--- src/rtl/piso_serial_tx_pkg.sv ---
// rtl/piso_serial_tx_pkg.sv - shared serial link definitions: state encodings, default word size, output record
package piso_serial_tx_pkg;

    // Word size and bit order shared by both ends of the serial link.
    localparam int DEFAULT_WIDTH     = 8;
    localparam bit DEFAULT_MSB_FIRST = 1'b1;

    // FSM encodings kept as plain constants so the receiver can reuse them verbatim.
    localparam logic [0:0] ST_IDLE  = 1'b0;
    localparam logic [0:0] ST_SHIFT = 1'b1;

    // Registered serial outputs travel together so they always update on the same edge.
    typedef struct packed {
        logic sdo;
        logic valid;
        logic last;
    } tx_out_t;

    // Bit counter width: enough to index WIDTH bits, never narrower than one bit.
    function automatic int cnt_width(input int width);
        return (width > 1) ? $clog2(width) : 1;
    endfunction

endpackage

--- src/rtl/tx_bit_counter.sv ---
// rtl/tx_bit_counter.sv - index of the bit currently on the line, with last/next-last flags
module tx_bit_counter
    import piso_serial_tx_pkg::*;
#(
    parameter int WIDTH = DEFAULT_WIDTH
) (
    input  logic clk,
    input  logic reset,
    input  logic clear,
    input  logic enable,
    output logic is_last,
    output logic next_is_last
);

    localparam int            CW         = cnt_width(WIDTH);
    localparam logic [CW-1:0] LAST_IDX   = CW'(WIDTH - 1);
    localparam logic [CW-1:0] PENULT_IDX = CW'((WIDTH > 1) ? (WIDTH - 2) : 0);

    logic [CW-1:0] count_q;
    logic [CW-1:0] count_d;

    // Clear wins over enable so a new word always starts at index 0; saturate at the last index.
    always_comb begin
        count_d = count_q;
        if (clear) begin
            count_d = '0;
        end else if (enable && !is_last) begin
            count_d = count_q + CW'(1);
        end
    end

    // Counter register.
    always_ff @(posedge clk or posedge reset) begin
        if (reset) begin
            count_q <= '0;
        end else begin
            count_q <= count_d;
        end
    end

    assign is_last      = (count_q == LAST_IDX);
    // For a one-bit word there is no second-to-last bit; the first bit is already the last.
    assign next_is_last = (WIDTH > 1) && (count_q == PENULT_IDX);

endmodule

--- src/rtl/piso_serial_tx.sv ---
// rtl/piso_serial_tx.sv - parallel-in serial-out transmitter with valid/ready load and last-bit marker
module piso_serial_tx
    import piso_serial_tx_pkg::*;
#(
    parameter int WIDTH     = DEFAULT_WIDTH,
    parameter bit MSB_FIRST = DEFAULT_MSB_FIRST
) (
    input  logic             clk,
    input  logic             reset,
    input  logic             load_valid,
    output logic             load_ready,
    input  logic [WIDTH-1:0] load_data,
    output logic             sdo,
    output logic             sdo_valid,
    output logic             sdo_last
);

    logic [0:0]       state_q;
    logic [0:0]       state_d;
    logic [WIDTH-1:0] shreg_q;
    logic [WIDTH-1:0] shreg_d;
    tx_out_t          out_q;
    tx_out_t          out_d;

    logic accept;
    logic advance;
    logic cnt_is_last;
    logic cnt_next_is_last;

    // Bit that goes on the line next, taken from the end selected by the bit order.
    function automatic logic head_bit(input logic [WIDTH-1:0] w);
        return MSB_FIRST ? w[WIDTH-1] : w[0];
    endfunction

    // Remaining bits after the head bit has been sent; vacated positions fill with zero.
    function automatic logic [WIDTH-1:0] drop_head(input logic [WIDTH-1:0] w);
        return MSB_FIRST ? (w << 1) : (w >> 1);
    endfunction

    // A new word may enter when nothing is in flight or the final bit is on the line now,
    // which lets words follow each other with no idle cycle.
    assign load_ready = !reset && ((state_q == ST_IDLE) || out_q.last);
    assign accept     = load_valid && load_ready;
    // Mid-word: another bit of the current word still has to be shown.
    assign advance    = (state_q == ST_SHIFT) && !cnt_is_last;

    tx_bit_counter #(
        .WIDTH (WIDTH)
    ) u_bit_counter (
        .clk          (clk),
        .reset        (reset),
        .clear        (accept),
        .enable       (advance),
        .is_last      (cnt_is_last),
        .next_is_last (cnt_next_is_last)
    );

    // Next state, shift register and line outputs; anything not loading or shifting idles low.
    always_comb begin
        state_d = state_q;
        shreg_d = shreg_q;
        out_d   = '0;
        if (accept) begin
            state_d     = ST_SHIFT;
            out_d.sdo   = head_bit(load_data);
            out_d.valid = 1'b1;
            out_d.last  = (WIDTH == 1);
            shreg_d     = drop_head(load_data);
        end else if (advance) begin
            out_d.sdo   = head_bit(shreg_q);
            out_d.valid = 1'b1;
            out_d.last  = cnt_next_is_last;
            shreg_d     = drop_head(shreg_q);
        end else begin
            state_d = ST_IDLE;
            shreg_d = '0;
        end
    end

    // State, shift register and output registers; reset drops the line at once and
    // discards any partial word.
    always_ff @(posedge clk or posedge reset) begin
        if (reset) begin
            state_q <= ST_IDLE;
            shreg_q <= '0;
            out_q   <= '0;
        end else begin
            state_q <= state_d;
            shreg_q <= shreg_d;
            out_q   <= out_d;
        end
    end

    assign sdo       = out_q.sdo;
    assign sdo_valid = out_q.valid;
    assign sdo_last  = out_q.last;

endmodule

--- config.mk ---
export PLATFORM = sky130hd
export DESIGN_NAME = piso_serial_tx
export DESIGN_NICKNAME = d
export VERILOG_FILES = /design/src/rtl/piso_serial_tx_pkg.sv /design/src/rtl/tx_bit_counter.sv /design/src/rtl/piso_serial_tx.sv
export SDC_FILE = /design/constraint.sdc
export NUM_CORES = 1
export LEC_CHECK = 0
export CELL_PAD_IN_SITES_DETAIL_PLACEMENT = 1
export CELL_PAD_IN_SITES_GLOBAL_PLACEMENT = 2
export CORE_MARGIN = 2
export CORE_UTILIZATION = 33
export DETAILED_ROUTE_END_ITERATION = 16
export GPL_TIMING_DRIVEN = 0
export MAX_ROUTING_LAYER = met4
export PLACE_DENSITY_LB_ADDON = 0.1
export REMOVE_ABC_BUFFERS = 1
export SLEW_MARGIN = 20
export SYNTH_ARGS = -nofsm -noshare
export SYNTH_HDL_FRONTEND = slang
export SYNTH_SLANG_ARGS = --single-unit
--- constraint.sdc ---
create_clock -name clk -period 2.3 [get_ports clk]
set_input_delay 0.575 -clock clk [delete_from_list [all_inputs] [get_ports clk]]
set_output_delay 0.575 -clock clk [all_outputs]
set_load 0.1 [all_outputs]
==> results of run 1 <==
synth_stat cells:
cell	number	area [um2]
sky130_fd_sc_hd__xnor2_1	1	8.76
sky130_fd_sc_hd__nor3b_4	1	18.8
sky130_fd_sc_hd__nor3b_1	1	7.51
sky130_fd_sc_hd__and3_1	1	6.26
sky130_fd_sc_hd__and2_1	1	6.26
sky130_fd_sc_hd__a31oi_4	1	21.3
sky130_fd_sc_hd__ha_1	3	37.5
sky130_fd_sc_hd__inv_1	2	7.51
sky130_fd_sc_hd__mux2i_1	1	10.0
sky130_fd_sc_hd__dfrtp_1	14	350
sky130_fd_sc_hd__nand2b_2	1	8.76
sky130_fd_sc_hd__nor2b_2	1	8.76
sky130_fd_sc_hd__a22o_1	7	61.3
sky130_fd_sc_hd__nor2_1	4	15.0
sky130_fd_sc_hd__a21oi_1	1	5.00
sky130_fd_sc_hd__nand2b_1	2	12.5
sky130_fd_sc_hd__buf_6	1	11.3
registers in the layout, summed over array words and instances (netlist names):
signal                 flops
shreg_q                    7
sdo_last                   1
state_q                    1
sdo_valid                  1
u_bit_counter.count_q      3
sdo                        1
cell families after synthesis:
group	count (synthesis)	synth area share
AOI/OAI and AO/OA	9	0.147
DFF	14	0.587
adders and majority gates	3	0.0629
xor gates and xnor gates	1	0.0147
muxes	1	0.0168
and+or+nand+nor	12	0.140
buffers and inverters	3	0.0314
through the flow:
stage                     hold slack, ns  power, mW  setup WS (ns)  cell area, um2  instances
final                              0.473       1.04          0.105             785         85
after global routing               0.487       1.11         0.0442             785         85
after CTS                          0.474       1.05         0.0877             785         85
after detailed placement           0.455      0.887         -0.619             757         81
after global placement             0.447      0.848         -0.579             757         81
after floorplan                    0.443      0.750         -0.675             586         42
area by class of cell:
| class | instances | area [um2] | area share |
|---|---|---|---|
| timing repair buffer | 14 | 131 | 0.167 |
| multi-input combinational | 26 | 228 | 0.290 |
| tap | 25 | 31.3 | 0.0399 |
| clock buffer | 4 | 36.3 | 0.0463 |
| sequential | 14 | 350 | 0.447 |
| inverter | 2 | 7.51 | 0.00957 |
path summary, 6_finish.rpt:
path / cells past startpoint / endpoint / start
setup / recovery: 3 / load_ready / reset
hold / removal: 1 / shreg_q[6] / shreg_q[5]
setup reg to reg: 5 / shreg_q[2] / u_bit_counter.count_q[0]
hold reg to reg: 1 / shreg_q[6] / shreg_q[5]
max in group asynchronous: 2 / shreg_q[6] / reset
min in group asynchronous: 2 / u_bit_counter.count_q[1] / reset
power by group through the flow:
stage          clock network (mW)  logic, mW  registers, mW
5_1_grt                     0.190      0.537          0.383
3_3_place_gp                    0      0.478          0.370
4_1_cts                     0.182      0.493          0.375
2_1_floorplan                   0      0.259          0.491
3_5_place_dp                    0      0.507          0.379
6_report                    0.176      0.486          0.373
repair_timing:
item / in CTS / in global routing
resized for setup: 8 / 0
setup endpoints to repair: 4 / 0
buffers inserted: 0 / 0
per-layer routing:
layer / track usage / up-vias
li1: - / 184
met1: 0.167 / 215
met2: 0.222 / 9
met3: 0.0588 / 0
met4: 0.0914 / 0
met5: - / -
==> impl_results.html, run 1 <==
<table>
<tr><th>Metric</th><th>Value</th></tr>
<tr><th colspan="2">Clocking</th></tr>
<tr><td>Number of clock sinks</td><td>14</td></tr>
<tr><td>Clock buffers created by TritonCTS</td><td>3</td></tr>
<tr><td>Clock tree from TritonCTS</td><td>built</td></tr>
<tr><td>H-tree levels</td><td>1</td></tr>
<tr><td>Clock Pin Slew Worst Setup and Hold Paths</td><td>0.08 ns</td></tr>
<tr><td>Worst-Skew Late Latency</td><td>0.28 ns</td></tr>
<tr><td>Clk root buf</td><td>sky130_fd_sc_hd__clkbuf_4</td></tr>
<tr><td>Hold buffers post-CTS</td><td>0</td></tr>
<tr><td>Number of buffers between clock root and the deepest sink</td><td>2</td></tr>
<tr><th colspan="2">Global routing</th></tr>
<tr><td>Antenna violations before repair</td><td>0</td></tr>
<tr><td>GRT Resource Usage Total</td><td>0.150</td></tr>
<tr><td>Global-route wire length before repair</td><td>2080 um</td></tr>
<tr><td>Pin count of the biggest net entering global routing</td><td>16</td></tr>
<tr><td>GRT overflow</td><td>0</td></tr>
<tr><td>Vias in the first global route</td><td>454</td></tr>
<tr><th colspan="2">STA</th></tr>
<tr><td>Setup-failing EPs final</td><td>0</td></tr>
<tr><td>Unrepaired setup endpoints after global routing</td><td>false</td></tr>
<tr><td>Measured slew at the worst slew-check pin</td><td>0.956 ns</td></tr>
<tr><td>Period minus WS final</td><td>2.19 ns</td></tr>
<tr><td>Final critical-path share of the clock period</td><td>0.954</td></tr>
<tr><td>Slew margin rel.</td><td>0.365</td></tr>
<tr><td>Max Transition Viols Final</td><td>0</td></tr>
<tr><td>Number of hold-slack violations in the final timing report</td><td>0</td></tr>
<tr><td>Final worst clock skew</td><td>0.00339 ns</td></tr>
<tr><td>Sum of negative setup slack</td><td>0 ns</td></tr>
<tr><td>Maximum frequency from static timing analysis</td><td>456 MHz</td></tr>
<tr><th colspan="2">Placement</th></tr>
<tr><td>Dpl hpwl</td><td>924 um</td></tr>
<tr><td>GP Congestion</td><td>0.699</td></tr>
<tr><td>Port bufs</td><td>14</td></tr>
<tr><th colspan="2">Setup path</th></tr>
<tr><td>Delay of the slowest cell on the worst path</td><td>0.48 ns</td></tr>
<tr><td>Data required time of the critical path</td><td>1.73 ns</td></tr>
<tr><td>Nature of the critical path endpoint</td><td>output port</td></tr>
<tr><td>Path type of the worst setup path</td><td>primary input to output port</td></tr>
<tr><td>Max FO, Critical Path</td><td>3</td></tr>
<tr><td>Worst Path Arrival</td><td>1.62 ns</td></tr>
<tr><td>Crit path cell chain</td><td>clkdlybuf4s50_1, nor2_1, buf_2</td></tr>
<tr><td>Category of the worst setup path launch point</td><td>primary input</td></tr>
<tr><td>CP delay by family, top</td><td>buffers and inverters</td></tr>
<tr><td>R2R Setup Slk</td><td>0.69 ns</td></tr>
<tr><td>Slowest-stage cell, CP</td><td>sky130_fd_sc_hd__clkdlybuf4s50_1</td></tr>
<tr><td>Number of buffer and inverter stages on the critical path</td><td>2</td></tr>
<tr><th colspan="2">Final layout</th></tr>
<tr><td>Core occupancy in the finished layout</td><td>0.459</td></tr>
<tr><td>Filler Cells Inserted</td><td>178</td></tr>
<tr><td>Area added between synthesis and finish</td><td>31.4%</td></tr>
<tr><td>Most used cells in the layout excluding fill and tap cells</td><td>sky130_fd_sc_hd__dfrtp_1, sky130_fd_sc_hd__clkdlybuf4s50_1, sky130_fd_sc_hd__a22o_1</td></tr>
<tr><td>Leading cell type in the layout, fill and taps excluded</td><td>sky130_fd_sc_hd__dfrtp_1</td></tr>
<tr><td>Nets</td><td>75</td></tr>
<tr><td>Ratio of cells with drive above 1 in the final layout</td><td>0.150</td></tr>
<tr><td>Count of inserted antenna diode cells</td><td>0</td></tr>
<tr><th colspan="2">Power and ir drop</th></tr>
<tr><td>Leakage dissipation</td><td>0.377 nW</td></tr>
<tr><td>Power dissipated by switching net loads</td><td>0.457 mW</td></tr>
<tr><td>Share of total power in the clock network</td><td>0.170</td></tr>
<tr><td>Sequential share of power</td><td>0.361</td></tr>
<tr><td>Power per unit of standard cell area</td><td>1320 nW/um2</td></tr>
<tr><td>Internal power summed over all cells</td><td>0.578 mW</td></tr>
<tr><td>Max rail drop VDD</td><td>0.479 mV</td></tr>
<tr><td>Share of power burned in combinational logic</td><td>0.469</td></tr>
<tr><td>Switching share of total power</td><td>0.442</td></tr>
<tr><th colspan="2">Yosys</th></tr>
<tr><td>Avg Synthesized Cell Area</td><td>13.9 um2</td></tr>
<tr><td>Post-synthesis cell area</td><td>597 um2</td></tr>
<tr><td>Number of warnings printed during yosys synthesis</td><td>0</td></tr>
<tr><td>Seq/Total Area, Yosys</td><td>0.587</td></tr>
<tr><td>Synthesized netlist cell count</td><td>43</td></tr>
<tr><td>Number of distinct library cells after synthesis</td><td>17</td></tr>
<tr><td>Count of state elements after synthesis</td><td>14</td></tr>
<tr><th colspan="2">Floorplan</th></tr>
<tr><td>Initial Util</td><td>0.349</td></tr>
<tr><td>Vertical die dimension</td><td>46.5 um</td></tr>
<tr><td>Ports</td><td>15</td></tr>
<tr><td>Core outline area</td><td>1710 um2</td></tr>
<tr><td>Number of placement rows</td><td>15</td></tr>
<tr><td>Width of the die</td><td>46.5 um</td></tr>
<tr><td>Area of the die</td><td>2160 um2</td></tr>
<tr><th colspan="2">Detailed routing</th></tr>
<tr><td>Routed met1 length</td><td>493 um</td></tr>
<tr><td>Post-detailed-route wirelength per cell</td><td>14.5 um</td></tr>
<tr><td>Met2 routed WL</td><td>668 um</td></tr>
<tr><td>Met3 wire len</td><td>71 um</td></tr>
<tr><td>Number of vias per cell after detailed routing</td><td>4.80</td></tr>
<tr><td>Highest routed metal layer</td><td>met3</td></tr>
<tr><td>Length of the first detailed-routing pass in iterations</td><td>2</td></tr>
<tr><td>Iteration-0 DRC count of the detailed router</td><td>2</td></tr>
<tr><td>Total Wirelength</td><td>1230 um</td></tr>
<tr><td>Total vias in the final route</td><td>408</td></tr>
<tr><td>DRT antenna net count</td><td>0</td></tr>
<tr><td>Detailed-route DRC error count</td><td>0</td></tr>
<tr><th colspan="2">Job</th></tr>
<tr><td>Number of maximum-capacitance violations</td><td>0</td></tr>
<tr><th colspan="2">Run status</th></tr>
<tr><td>Result of the run</td><td>finished clean</td></tr>
<tr><th colspan="2">Worst hold path</th></tr>
<tr><td>Hold/Removal Path Class</td><td>flop to flop</td></tr>
</table>
No activity file was read; power rests on OpenSTA's default activity.
==> inputs of run 2 (changes only) <==
CORE_UTILIZATION = 30   (was 33)
CTS_BUF_LIST = sky130_fd_sc_hd__clkbuf_8   (was default)
==> run 2 against run 1 <==
Against the previous run:
- utilization decreased by 3.6 points
- sequential cell count unchanged
- global-route usage fell by 1.4 points
- via count shrank 5.9%
- count of clock-buffer cells in the layout did not move
- combinational power increased by 2%
- clock skew decreased by 0.0028 ns
- routed wire length is 1.9% lower
- die area up 9.1%
- critical endpoint unchanged
==> impl_results.html, run 2 (synthesis results as in run 1) <==
<table>
<tr><th>Metric</th><th>Value</th></tr>
<tr><th colspan="2">Global routing</th></tr>
<tr><td>Global-route wire length before repair</td><td>2240 um (+7.3%)</td></tr>
<tr><td>Pin count of the biggest net entering global routing</td><td>16 (unchanged)</td></tr>
<tr><td>Vias in the first global route</td><td>445 (-2.0%)</td></tr>
<tr><td>Antenna violations before repair</td><td>0 (unchanged)</td></tr>
<tr><td>GRT overflow</td><td>0 (unchanged)</td></tr>
<tr><td>GRT Resource Usage Total</td><td>0.135 (-0.0143)</td></tr>
<tr><th colspan="2">Clocking</th></tr>
<tr><td>Clk root buf</td><td>sky130_fd_sc_hd__clkbuf_8</td></tr>
<tr><td>Clock buffers created by TritonCTS</td><td>3 (unchanged)</td></tr>
<tr><td>Clock Pin Slew Worst Setup and Hold Paths</td><td>0.06 ns (-0.02 ns)</td></tr>
<tr><td>Number of clock sinks</td><td>14 (unchanged)</td></tr>
<tr><td>Post-CTS setup repair buffer count</td><td>0 (unchanged)</td></tr>
<tr><td>Worst-Skew Late Latency</td><td>0.25 ns (-0.03 ns)</td></tr>
<tr><td>Clock tree from TritonCTS</td><td>built</td></tr>
<tr><td>Post_cts resized</td><td>6 (-2)</td></tr>
<tr><td>Hold buffers post-CTS</td><td>0 (unchanged)</td></tr>
<tr><td>H-tree levels</td><td>1 (unchanged)</td></tr>
<tr><td>Number of buffers between clock root and the deepest sink</td><td>2 (unchanged)</td></tr>
<tr><th colspan="2">Power and ir drop</th></tr>
<tr><td>Power dissipated by switching net loads</td><td>0.464 mW (+1.6%)</td></tr>
<tr><td>Share of total power in the clock network</td><td>0.217 (+0.047)</td></tr>
<tr><td>Internal power summed over all cells</td><td>0.643 mW (+11%)</td></tr>
<tr><td>Switching share of total power</td><td>0.419 (-0.0223)</td></tr>
<tr><td>Max rail drop VDD</td><td>0.497 mV (+3.5%)</td></tr>
<tr><td>Leakage dissipation</td><td>0.403 nW (+7.0%)</td></tr>
<tr><td>Sequential share of power</td><td>0.336 (-0.025)</td></tr>
<tr><td>Share of power burned in combinational logic</td><td>0.447 (-0.022)</td></tr>
<tr><td>Power per unit of standard cell area</td><td>1360 nW/um2 (+3.2%)</td></tr>
<tr><th colspan="2">Final layout</th></tr>
<tr><td>Non-filler instance count after layout</td><td>87 (+2.4%)</td></tr>
<tr><td>Count of inserted antenna diode cells</td><td>0 (unchanged)</td></tr>
<tr><td>Most used cells in the layout excluding fill and tap cells</td><td>sky130_fd_sc_hd__dfrtp_1, sky130_fd_sc_hd__clkdlybuf4s50_1, sky130_fd_sc_hd__a22o_1</td></tr>
<tr><td>Total non-filler cell area in the finished layout</td><td>813 um2 (+3.7%)</td></tr>
<tr><td>Nets</td><td>75 (unchanged)</td></tr>
<tr><td>Area added between synthesis and finish</td><td>36.3%</td></tr>
<tr><td>Number of flip-flops under the largest register name</td><td>7 (unchanged)</td></tr>
<tr><td>Largest registers in the final layout</td><td>shreg_q (7), u_bit_counter.count_q (3)</td></tr>
<tr><td>Leading cell type in the layout, fill and taps excluded</td><td>sky130_fd_sc_hd__dfrtp_1</td></tr>
<tr><td>Top reg by flops</td><td>shreg_q</td></tr>
<tr><td>Ratio of cells with drive above 1 in the final layout</td><td>0.150 (unchanged)</td></tr>
<tr><th colspan="2">Detailed routing</th></tr>
<tr><td>Iteration-0 DRC count of the detailed router</td><td>3 (+1)</td></tr>
<tr><td>DRT antenna net count</td><td>0 (unchanged)</td></tr>
<tr><td>Number of vias per cell after detailed routing</td><td>4.41 (-8.0%)</td></tr>
<tr><td>Total vias in the final route</td><td>384 (-5.9%)</td></tr>
<tr><td>Met3 wire len</td><td>65 um (-8.5%)</td></tr>
<tr><td>Routed met1 length</td><td>535 um (+8.5%)</td></tr>
<tr><td>Length of the first detailed-routing pass in iterations</td><td>4 (+2)</td></tr>
<tr><td>Total Wirelength</td><td>1210 um (-1.9%)</td></tr>
<tr><td>Post-detailed-route wirelength per cell</td><td>13.9 um (-4.2%)</td></tr>
<tr><td>Met2 routed WL</td><td>565 um (-15%)</td></tr>
<tr><td>Highest routed metal layer</td><td>met4</td></tr>
<tr><td>Detailed-route DRC error count</td><td>0 (unchanged)</td></tr>
<tr><th colspan="2">Placement</th></tr>
<tr><td>Number of placed instances, taps included</td><td>83 (+2.5%)</td></tr>
<tr><td>Port bufs</td><td>14 (unchanged)</td></tr>
<tr><td>Dpl hpwl</td><td>871 um (-5.8%)</td></tr>
<tr><td>GP Congestion</td><td>0.736 (+5.4%)</td></tr>
<tr><td>Placed cell areas</td><td>759 um2 (+0.33%)</td></tr>
<tr><th colspan="2">STA</th></tr>
<tr><td>Setup-failing EPs final</td><td>0 (unchanged)</td></tr>
<tr><td>Max Transition Viols Final</td><td>0 (unchanged)</td></tr>
<tr><td>Number of hold-slack violations in the final timing report</td><td>0 (unchanged)</td></tr>
<tr><td>Period minus WS final</td><td>2.19 ns (-0.00945 ns)</td></tr>
<tr><td>Slew margin rel.</td><td>0.353 (-0.0125)</td></tr>
<tr><td>Unrepaired setup endpoints after global routing</td><td>false</td></tr>
<tr><td>Measured slew at the worst slew-check pin</td><td>0.969 ns (+0.0133 ns)</td></tr>
<tr><td>Final worst clock skew</td><td>0.000590 ns (-0.00280 ns)</td></tr>
<tr><td>Final critical-path share of the clock period</td><td>0.950 (-0.00411)</td></tr>
<tr><td>Maximum frequency from static timing analysis</td><td>458 MHz (+0.43%)</td></tr>
<tr><th colspan="2">Floorplan</th></tr>
<tr><td>Number of placement rows</td><td>16 (+1)</td></tr>
<tr><td>Ports</td><td>15 (unchanged)</td></tr>
<tr><td>Core outline area</td><td>1920 um2 (+13%)</td></tr>
<tr><td>Area of the die</td><td>2360 um2 (+9.1%)</td></tr>
<tr><td>Width of the die</td><td>48.6 um (+4.5%)</td></tr>
<tr><td>Vertical die dimension</td><td>48.6 um (+4.5%)</td></tr>
<tr><td>Initial Util</td><td>0.311 (-0.0389)</td></tr>
<tr><th colspan="2">Setup path</th></tr>
<tr><td>Data required time of the critical path</td><td>1.73 ns (about the same)</td></tr>
<tr><td>Category of the worst setup path launch point</td><td>primary input</td></tr>
<tr><td>Path type of the worst setup path</td><td>primary input to output port</td></tr>
<tr><td>Max FO, Critical Path</td><td>3 (unchanged)</td></tr>
<tr><td>Worst Path Arrival</td><td>1.61 ns (about the same)</td></tr>
<tr><td>Nature of the critical path endpoint</td><td>output port</td></tr>
<tr><th colspan="2">Worst hold path</th></tr>
<tr><td>Hold/Removal Path Class</td><td>flop to flop</td></tr>
<tr><th colspan="2">Run status</th></tr>
<tr><td>Result of the run</td><td>finished clean</td></tr>
<tr><th colspan="2">Job</th></tr>
<tr><td>Number of maximum-capacitance violations</td><td>0 (unchanged)</td></tr>
</table>
==> run 2: cell types whose count changed in the layout (fill, tap and decap cells not counted) <==
cell / delta
sky130_fd_sc_hd__clkbuf_4: -3
sky130_fd_sc_hd__dlymetal6s2s_1: +2
sky130_fd_sc_hd__dlygate4sd2_1: -2
sky130_fd_sc_hd__clkbuf_8: +3
==> run 2: path summary, 6_finish.rpt <==
path,slack [ns],startpoint,depth (start not counted),to
worst max register to register,0.70,u_bit_counter.count_q[1],5,sdo_last
worst min-delay path,0.47,shreg_q[3],1,shreg_q[4]
min in group asynchronous,0.82,reset,2,state_q
worst max-delay path,0.11,reset,3,load_ready
max in group asynchronous,1.10,reset,2,shreg_q[3]
worst min register to register,0.47,shreg_q[3],1,shreg_q[4]
==> run 2: power groups by stage <==
stage	Sequential, mW	Clock [mW]	Combinational [mW]
6_report	0.372	0.240	0.495
3_5_place_dp	0.378	0	0.514
2_1_floorplan	0.491	0	0.259
5_1_grt	0.382	0.259	0.551
3_3_place_gp	0.369	0	0.479
4_1_cts	0.374	0.249	0.508
==> run 2: area by class of cell <==
cell class                      instances  area (um2)
Clock buffer                            4        55.1
Fill cell                             216        1110
Inverter                                2        7.51
Multi-Input combinational cell         26         228
Sequential cell                        14         350
Tap cell                               27        33.8
Timing Repair Buffer                   14         139
==> run 2: stage by stage <==
stage,setup WS (ns),setup TNS [ns],utilization,power [mW],hold slack [ns]
after floorplan,-0.675,-0.675,-,0.750,0.443
after global placement,-0.579,-0.579,0.395,0.848,0.444
after detailed placement,-0.594,-0.594,0.395,0.892,0.462
after CTS,0.00348,0,0.421,1.13,0.476
after global routing,0.0726,0,0.423,1.19,0.493
final,0.114,0,0.423,1.11,0.471
==> run 2: worst max-delay path, stage by stage <==
cell	delay, ns
sky130_fd_sc_hd__clkdlybuf4s50_1	0.48
sky130_fd_sc_hd__nor2_1	0.12
sky130_fd_sc_hd__buf_2	0.43
==> run 2: per-layer routing <==
layer  vias up  track usage
met5         -            -
met4         0        0.100
met3         5       0.0370
met2        13        0.205
met1       181        0.152
li1        185            -
==> inputs of run 3 (changes only) <==
clock period = 2.2 ns   (was 2.3 ns; I/O delays follow)
==> run 3 against run 2 <==
Against the previous run:
- critical path depth is the same
- clock skew is essentially flat
- routed wire length is 0.58% lower
- non-clock buffer count stayed put
- critical path type unchanged
- count of clock-buffer cells in the layout unchanged
- critical endpoint unchanged
- sequential cell count unchanged
- sequential share of layout area grew 0.40 points
- hold slack stayed put
- largest power group unchanged
==> impl_results.html, run 3 (synthesis results as in run 1) <==
<table>
<tr><th>Metric</th><th>Value</th></tr>
<tr><th colspan="2">Run status</th></tr>
<tr><td>Result of the run</td><td>finished clean</td></tr>
<tr><th colspan="2">Power and ir drop</th></tr>
<tr><td>Max rail drop VDD</td><td>0.500 mV (+0.66%)</td></tr>
<tr><td>Leakage dissipation</td><td>0.385 nW (-4.6%)</td></tr>
<tr><td>Sum of internal, switching and leakage power</td><td>1.15 mW (+3.6%)</td></tr>
<tr><td>Power per unit of standard cell area</td><td>1420 nW/um2 (+4.6%)</td></tr>
<tr><th colspan="2">Setup path</th></tr>
<tr><td>Max FO, Critical Path</td><td>3 (unchanged)</td></tr>
<tr><td>Crit path cell chain</td><td>clkdlybuf4s50_1, nor2_1, buf_2</td></tr>
<tr><td>CP delay by family, top</td><td>buffers and inverters</td></tr>
<tr><td>Worst Path Arrival</td><td>1.59 ns (-0.02 ns)</td></tr>
<tr><td>Path type of the worst setup path</td><td>primary input to output port</td></tr>
<tr><td>Data required time of the critical path</td><td>1.65 ns (-0.08 ns)</td></tr>
<tr><td>Category of the worst setup path launch point</td><td>primary input</td></tr>
<tr><td>Nature of the critical path endpoint</td><td>output port</td></tr>
<tr><td>Number of buffer and inverter stages on the critical path</td><td>2 (unchanged)</td></tr>
<tr><td>Delay of the slowest cell on the worst path</td><td>0.48 ns (about the same)</td></tr>
<tr><td>Slowest-stage cell, CP</td><td>sky130_fd_sc_hd__clkdlybuf4s50_1</td></tr>
<tr><th colspan="2">Final layout</th></tr>
<tr><td>Top reg by flops</td><td>shreg_q</td></tr>
<tr><td>Combined flip-flop and latch cell area</td><td>350 um2 (unchanged)</td></tr>
<tr><td>Nets</td><td>75 (unchanged)</td></tr>
<tr><td>Ratio of cells with drive above 1 in the final layout</td><td>0.150 (unchanged)</td></tr>
<tr><td>Leading cell type in the layout, fill and taps excluded</td><td>sky130_fd_sc_hd__dfrtp_1</td></tr>
<tr><td>Area added between synthesis and finish</td><td>35.0%</td></tr>
<tr><td>Filler Cells Inserted</td><td>220 (+1.9%)</td></tr>
<tr><td>Count of inserted antenna diode cells</td><td>0 (unchanged)</td></tr>
<tr><td>Number of flip-flops under the largest register name</td><td>7 (unchanged)</td></tr>
<tr><td>Multi-input logic area</td><td>228 um2 (unchanged)</td></tr>
<tr><td>Non-filler instance count after layout</td><td>87 (unchanged)</td></tr>
<tr><td>Largest registers in the final layout</td><td>shreg_q (7), u_bit_counter.count_q (3)</td></tr>
<tr><td>Most used cells in the layout excluding fill and tap cells</td><td>sky130_fd_sc_hd__dfrtp_1, sky130_fd_sc_hd__clkdlybuf4s50_1, sky130_fd_sc_hd__a22o_1</td></tr>
<tr><th colspan="2">STA</th></tr>
<tr><td>Final critical-path share of the clock period</td><td>0.971</td></tr>
<tr><td>Setup-failing EPs final</td><td>0 (unchanged)</td></tr>
<tr><td>Period minus WS final</td><td>2.14 ns</td></tr>
<tr><td>Final worst hold slack</td><td>0.471 ns (unchanged)</td></tr>
<tr><td>Number of hold-slack violations in the final timing report</td><td>0 (unchanged)</td></tr>
<tr><td>Sum of negative setup slack</td><td>0 ns (unchanged)</td></tr>
<tr><td>Max Transition Viols Final</td><td>0 (unchanged)</td></tr>
<tr><td>Unrepaired setup endpoints after global routing</td><td>false</td></tr>
<tr><td>Measured slew at the worst slew-check pin</td><td>0.967 ns (-0.00178 ns)</td></tr>
<tr><td>Maximum frequency from static timing analysis</td><td>468 MHz</td></tr>
<tr><td>Final setup margin</td><td>0.0644 ns (-0.0501 ns)</td></tr>
<tr><td>Final worst clock skew</td><td>0.000590 ns (-0.0000000280 ns)</td></tr>
<tr><td>Slew margin rel.</td><td>0.358 (+0.00481)</td></tr>
<tr><th colspan="2">Clocking</th></tr>
<tr><td>Hold buffers post-CTS</td><td>0 (unchanged)</td></tr>
<tr><td>Worst-Skew Late Latency</td><td>0.25 ns (about the same)</td></tr>
<tr><td>Post_cts resized</td><td>8 (+2)</td></tr>
<tr><td>Clk root buf</td><td>sky130_fd_sc_hd__clkbuf_8</td></tr>
<tr><td>Clock tree from TritonCTS</td><td>built</td></tr>
<tr><td>Number of buffers between clock root and the deepest sink</td><td>2 (unchanged)</td></tr>
<tr><td>Post-CTS setup repair buffer count</td><td>0 (unchanged)</td></tr>
<tr><td>H-tree levels</td><td>1 (unchanged)</td></tr>
<tr><td>Number of clock sinks</td><td>14 (unchanged)</td></tr>
<tr><td>Clock buffers created by TritonCTS</td><td>3 (unchanged)</td></tr>
<tr><td>Clock Pin Slew Worst Setup and Hold Paths</td><td>0.06 ns (about the same)</td></tr>
<tr><th colspan="2">Detailed routing</th></tr>
<tr><td>Iteration-0 DRC count of the detailed router</td><td>3 (unchanged)</td></tr>
<tr><td>Total vias in the final route</td><td>386 (+0.52%)</td></tr>
<tr><td>Detailed-route DRC error count</td><td>0 (unchanged)</td></tr>
<tr><td>DRT antenna net count</td><td>0 (unchanged)</td></tr>
<tr><td>Post-detailed-route wirelength per cell</td><td>13.8 um (-0.58%)</td></tr>
<tr><td>Number of vias per cell after detailed routing</td><td>4.44 (+0.52%)</td></tr>
<tr><td>Total Wirelength</td><td>1200 um (-0.58%)</td></tr>
<tr><td>Length of the first detailed-routing pass in iterations</td><td>4 (unchanged)</td></tr>
<tr><th colspan="2">Placement</th></tr>
<tr><td>Worst-case setup slack after placement</td><td>-0.644 ns (-0.0500 ns)</td></tr>
<tr><td>Port bufs</td><td>14 (unchanged)</td></tr>
<tr><td>GP Congestion</td><td>0.736 (unchanged)</td></tr>
<tr><td>Number of placed instances, taps included</td><td>83 (unchanged)</td></tr>
<tr><td>Dpl hpwl</td><td>871 um (unchanged)</td></tr>
<tr><th colspan="2">Global routing</th></tr>
<tr><td>Vias in the first global route</td><td>445 (unchanged)</td></tr>
<tr><td>Pin count of the biggest net entering global routing</td><td>16 (unchanged)</td></tr>
<tr><td>Global-route wire length before repair</td><td>2240 um (+0.31%)</td></tr>
<tr><td>GRT overflow</td><td>0 (unchanged)</td></tr>
<tr><td>GRT Resource Usage Total</td><td>0.136 (+0.000679)</td></tr>
<tr><td>Antenna violations before repair</td><td>0 (unchanged)</td></tr>
<tr><th colspan="2">Floorplan</th></tr>
<tr><td>Area of the die</td><td>2360 um2 (unchanged)</td></tr>
<tr><td>Initial Util</td><td>0.311 (unchanged)</td></tr>
<tr><td>Vertical die dimension</td><td>48.6 um (unchanged)</td></tr>
<tr><td>Number of placement rows</td><td>16 (unchanged)</td></tr>
<tr><td>Width of the die</td><td>48.6 um (unchanged)</td></tr>
<tr><td>Ports</td><td>15 (unchanged)</td></tr>
<tr><td>Core outline area</td><td>1920 um2 (unchanged)</td></tr>
<tr><th colspan="2">Job</th></tr>
<tr><td>Number of maximum-capacitance violations</td><td>0 (unchanged)</td></tr>
<tr><th colspan="2">Worst hold path</th></tr>
<tr><td>Hold/Removal Path Class</td><td>flop to flop</td></tr>
</table>
-- run 3: routing by layer --
metal	wire length [um]	up-vias	GRT usage
met4	42	0	0.100
met1	524	183	0.152
met5	0	-	-
met2	566	13	0.208
li1	-	185	-
met3	67	5	0.0370
-- run 3: final cells by class --
| type | instances | area share |
|---|---|---|
| Tap cell | 27 | 0.0419 |
| Sequential cell | 14 | 0.435 |
| Timing Repair Buffer | 14 | 0.163 |
| Inverter | 2 | 0.00932 |
| Multi-Input combinational cell | 26 | 0.283 |
| Clock buffer | 4 | 0.0683 |
-- run 3: path summary, 6_finish.rpt --
kind	cells after the start	from	slack, ns	to
max	3	reset	0.06	load_ready
min	1	shreg_q[3]	0.47	shreg_q[4]
max reg2reg	5	u_bit_counter.count_q[1]	0.61	sdo_last
min reg2reg	1	shreg_q[3]	0.47	shreg_q[4]
max in group asynchronous	2	reset	1.02	shreg_q[3]
min in group asynchronous	2	reset	0.80	state_q
-- run 3: report_power, final --
part | internal (mW) | leakage (nW) | switching, mW
clock network | 0.159 | 0.0288 | 0.0928
logic | 0.161 | 0.175 | 0.347
registers | 0.343 | 0.181 | 0.0449
-- run 3: per-stage QoR --
| stage | cell area (um2) | utilization |
|---|---|---|
| after CTS | 806 | 0.419 |
| final | 806 | 0.419 |
| after floorplan | 586 | - |
| after global routing | 806 | 0.419 |
| after global placement | 759 | 0.395 |
| after detailed placement | 759 | 0.395 |
